==> src/rtl/seg7_scan_ctrl.sv <==
// Time-multiplexed 7-segment scan controller sharing one external hex decoder.
// Optional macro SEG7_LEADING_ZERO_BLANK_EN also blanks leading zero digits (digit 0 always shows).
module seg7_scan_ctrl #(
    parameter int NUM_DIGITS    = 4,
    parameter int REFRESH_DIV   = 50000,
    parameter int GAP_CYCLES    = 8,
    parameter int AN_ACTIVE_LOW = 1
) (
    input  logic                      clk,
    input  logic                      rst_n,
    input  logic                      load_valid,
    output logic                      load_ready,
    input  logic [4*NUM_DIGITS-1:0]   load_data,
    input  logic [NUM_DIGITS-1:0]     load_blank,
    output logic                      upd_done,
    output logic [3:0]                nibble_out,
    input  logic [6:0]                seg_in,
    output logic [6:0]                seg_out,
    output logic [NUM_DIGITS-1:0]     an_out
);

    localparam int CNT_MAX = (REFRESH_DIV > GAP_CYCLES) ? REFRESH_DIV : GAP_CYCLES;
    localparam int CW      = $clog2(CNT_MAX + 1);
    localparam int IW      = $clog2(NUM_DIGITS);

    localparam logic ST_GAP  = 1'b0;
    localparam logic ST_SHOW = 1'b1;

    localparam logic [CW-1:0] GAP_LAST  = CW'(GAP_CYCLES - 1);
    localparam logic [CW-1:0] SHOW_LAST = CW'(REFRESH_DIV - 1);
    localparam logic [IW-1:0] IDX_LAST  = IW'(NUM_DIGITS - 1);

    logic                    r_state;
    logic [CW-1:0]           r_cnt;
    logic [IW-1:0]           r_idx;
    logic [4*NUM_DIGITS-1:0] r_active_data;
    logic [NUM_DIGITS-1:0]   r_active_blank;
    logic [4*NUM_DIGITS-1:0] r_shadow_data;
    logic [NUM_DIGITS-1:0]   r_shadow_blank;
    logic                    r_pending;
    logic                    r_upd_done;

    logic                    w_gap_end;
    logic                    w_show_end;
    logic                    w_commit;
    logic                    w_accept;
    logic [NUM_DIGITS-1:0]   w_lz;
    logic [NUM_DIGITS-1:0]   w_blank;
    logic [NUM_DIGITS-1:0]   w_onehot;

    assign w_gap_end  = (r_state == ST_GAP)  && (r_cnt == GAP_LAST);
    assign w_show_end = (r_state == ST_SHOW) && (r_cnt == SHOW_LAST);
    // Commit only on the last digit's SHOW->GAP edge so a frame never mixes words.
    assign w_commit   = w_show_end && (r_idx == IDX_LAST) && r_pending;
    assign w_accept   = load_valid && !r_pending;

    always_ff @(posedge clk or negedge rst_n) begin
        if (!rst_n) begin
            r_state <= ST_GAP;
            r_cnt   <= '0;
            r_idx   <= '0;
        end else begin
            case (r_state)
                ST_GAP: begin
                    if (w_gap_end) begin
                        r_state <= ST_SHOW;
                        r_cnt   <= '0;
                    end else begin
                        r_cnt <= r_cnt + CW'(1);
                    end
                end
                default: begin
                    if (w_show_end) begin
                        r_state <= ST_GAP;
                        r_cnt   <= '0;
                        r_idx   <= (r_idx == IDX_LAST) ? '0 : r_idx + IW'(1);
                    end else begin
                        r_cnt <= r_cnt + CW'(1);
                    end
                end
            endcase
        end
    end

    always_ff @(posedge clk or negedge rst_n) begin
        if (!rst_n) begin
            r_active_data  <= '0;
            r_active_blank <= '1;
            r_shadow_data  <= '0;
            r_shadow_blank <= '1;
            r_pending      <= 1'b0;
            r_upd_done     <= 1'b0;
        end else begin
            r_upd_done <= w_commit;
            if (w_commit) begin
                r_active_data  <= r_shadow_data;
                r_active_blank <= r_shadow_blank;
                r_pending      <= 1'b0;
            end else if (w_accept) begin
                r_shadow_data  <= load_data;
                r_shadow_blank <= load_blank;
                r_pending      <= 1'b1;
            end
        end
    end

`ifdef SEG7_LEADING_ZERO_BLANK_EN
    logic w_zero_run;
    always_comb begin
        w_zero_run = 1'b1;
        w_lz       = '0;
        for (int k = NUM_DIGITS - 1; k >= 1; k--) begin
            w_zero_run = w_zero_run && (r_active_data[4*k +: 4] == 4'h0);
            w_lz[k]    = w_zero_run;
        end
    end
`else
    assign w_lz = '0;
`endif

    assign w_blank    = r_active_blank | w_lz;
    assign w_onehot   = (r_state == ST_SHOW) ? ({{(NUM_DIGITS-1){1'b0}}, 1'b1} << r_idx) : '0;
    assign an_out     = (AN_ACTIVE_LOW != 0) ? ~w_onehot : w_onehot;
    assign nibble_out = r_active_data[4*r_idx +: 4];
    assign seg_out    = ((r_state == ST_SHOW) && !w_blank[r_idx]) ? seg_in : 7'h00;
    assign load_ready = ~r_pending;
    assign upd_done   = r_upd_done;

endmodule

==> config.mk <==
export PLATFORM = sky130hd
export DESIGN_NAME = seg7_scan_ctrl
export DESIGN_NICKNAME = d
export VERILOG_FILES = /design/src/rtl/seg7_scan_ctrl.sv
export SDC_FILE = /design/constraint.sdc
export NUM_CORES = 1
export LEC_CHECK = 0
export BUFFER_PORTS_ARGS = -buffer_cell sky130_fd_sc_hd__buf_2
export CAP_MARGIN = 20
export CORE_MARGIN = 2
export CORE_UTILIZATION = 35
export DETAILED_ROUTE_END_ITERATION = 16
export MAX_ROUTING_LAYER = met4
export PLACE_DENSITY_LB_ADDON = 0.2
export SETUP_SLACK_MARGIN = 0.15
export SLEW_MARGIN = 20
export SYNTH_ARGS = -nofsm -noshare
export SYNTH_HDL_FRONTEND = slang
export SYNTH_SLANG_ARGS = --single-unit
==> constraint.sdc <==
create_clock -name clk -period 2.45 [get_ports clk]
set_input_delay 0.245 -clock clk [delete_from_list [all_inputs] [get_ports clk]]
set_output_delay 0.245 -clock clk [all_outputs]
set_load 0.005 [all_outputs]
==> impl_metrics.ini <==
[placement]
place_hpwl_um = 3370
portBuffers = 46
gp_congestion = 0.8422

[flow_run]
drv_cap = 0

[floorplan]
die-height_um = 91.98
die_w_um = 91.98
rows = 32
start_util_pct = 35.61
io-pin-count = 47
coreArea_mm2 = 0.007607
design.die.area_mm2 = 0.008459

[synth]
syn_area_per_cell_um2 = 13.41
synthArstFlopShare_pct = 100.0
syn_nets = 237
yosys_register_bits = 61
yosysWarnings = 0
syn_area_mm2 = 0.002709
yosysUniqueCellTypes = 27
seq_area_frac_synth_pct = 56.72
synth_edf_count = 0
synthCells = 202
synthFlopType = dfrtp_1

[sta]
tightest_slew_ps = 442.1
setup_tns_ps = 0
setup_viol = 0
rsz0062_at_grt = no
maxSlewViolCount = 0
slew_headroom_pct = 70.25
timing.final.crit_period_ps = 2042
fmax_ghz = 0.4898
timing.final.crit_share_pct = 83.34
final_hold_viol_count = 0
fin_skew_ps = 9.694

[worst_setup_path]
crit_chain = nor4_2 -> nand4_2 -> nor4_4 -> buf_12 -> mux2_1
critical_path_buf_inv_count = 1
cp_slowest_cell = dfrtp_1
path_delay_family = simple AND/OR/NAND/NOR gates
crit_required_ps = 2660
cpPeakStageDelay_ps = 430
start_kind = flip-flop
worstPathArrival_ps = 2260
crit_fanout = 21
worstSetupPathType = reg -> reg
cp-end-kind = flip-flop

[route]
num_vias = 1737
routed_via_density = 4.733
totalWireLength_um = 4822
ant_nets = 0
drc = 0
drtIter0Drc = 142
first_pass_iters = 4
wl_per_cell_um = 13.14

[clocking]
ctsResizeCount = 0
numCtsBuffers = 9
clock-sinks = 61
tritoncts = done
root_buffer = clkbuf_8
clock_latency_ps = 330
holdBufCountCts = 1
cts_setup_buffers = 0
clk_pin_slew_ps = 70
htreeDepth = 3
clockBufferDepth = 2

[grt]
grt_usage_pct = 13.34
antenna_found_initial = 0
grt_overflow = 0
grt_pass1_vias = 1744
grt_max_degree = 52
grt_pass1_wl_um = 8521

[pwr]
irDropWorstVdd_uv = 370.6
totalPowerFinal_mw = 1.952
p_per_area_mw_per_mm2 = 593.7
cellLeakagePower_nw = 1.535

[cells_and_area]
seqCellArea_mm2 = 0.001536
final_common_cell = dfrtp_1
areaGrowthSynthToFinish_pct = 21.39
multi_input_area_mm2 = 0.001126
fillers = 719
most-common-layout-cells = dfrtp_1, buf_2, mux2_2
drive_gt1_share_pct = 39.62
finalNetCount = 295
diodes = 0

[run_status]
status = finished clean

[hold_path]
hp-class = in -> reg
## where the power goes
group          internal, mW  switching (mW)
Combinational        0.0546          0.0367
Clock                 0.420           0.369
Sequential             1.05          0.0199
## worst reg2reg max path, delay by kind of cell, from the launching register on
family                 cells  cell delay [ps]
buffers and inverters      1              210
and+or+nand+nor            3              940
DFF                        1              430
muxes                      1              350
## state kept, by name, indices dropped and copies added, names as in the netlist
signal	cells
r_active_blank	4
r_active_data	16
r_cnt	16
r_idx	2
r_pending	1
r_shadow_blank	4
r_shadow_data	16
r_state	1
upd_done	1
## cells by family (layout without fill, tap and decap cells)
group	after synthesis	after routing	share of synthesized area [%]
compound gates	2	2	0.5080
xor+xnor	14	14	4.527
fa+ha+maj	5	5	2.309
buf+inv	11	74	1.801
flops	61	61	56.72
mux	47	47	21.62
simple gates	62	62	12.52
## synth_stat cells (2+ instances only)
master    instances  area share (%)
nor4_1            4            0.92
nand3_1           7             1.3
mux2_1           19             7.9
buf_4             2            0.55
nor3_1            5            0.92
mux2_2           23             9.6
dfrtp_1          53              49
xnor2_1           8             2.6
nor2_1           18             2.5
dfstp_2           8             7.8
nand2_1           8             1.1
ha_1              5             2.3
nor2b_1           2            0.46
nand4_1           4            0.92
clkbuf_1          2            0.28
mux4_2            5             4.2
and2_1            7             1.6
xor2_1            6             1.9
inv_1             6            0.83
or4_1             3            0.83
## layer usage
layer | vias to the layer above | wire, um | global-route usage [%]
li1 | 831 | - | -
met1 | 849 | 2389 | 18.65
met2 | 46 | 2096 | 17.89
met3 | 11 | 238 | 3.205
met4 | 0 | 98 | 7.090
met5 | - | 0 | -
## worst paths after layout
| kind | from | endpoint | slack, ps | cells past startpoint |
|---|---|---|---|---|
| worst max register to register | r_cnt[12] | r_active_data[13] | 410 | 5 |
| worst min-delay path | load_data[8] | r_shadow_data[8] | 140 | 2 |
| worst max-delay path | r_cnt[12] | r_active_data[13] | 410 | 5 |
| min in group asynchronous | rst_n | r_shadow_data[13] | 320 | 2 |
| max in group asynchronous | rst_n | r_active_blank[2] | 1530 | 3 |
| worst min register to register | r_cnt[0] | r_cnt[0] | 470 | 1 |
## cell type report
class,count,area share [%]
Tap cell,102,3.881
Clock inverter,2,0.3044
Sequential cell,61,46.73
Timing Repair Buffer,52,9.209
Multi-Input combinational cell,130,34.25
Clock buffer,14,4.947
Inverter,6,0.6849
## metrics by stage
stage,std cells,hold WS (ps),worst slack [ps],utilization (%),area [um2]
after floorplan,202,-50.59,509.7,-,2709
after global placement,350,133.9,447.3,40.82,3105
after detailed placement,350,140.8,401.0,40.82,3105
after CTS,367,130.8,403.0,43.22,3288
after global routing,367,128.5,268.3,43.22,3288
final,367,141.5,408.2,43.22,3288
(Power assumes the default switching activity.)
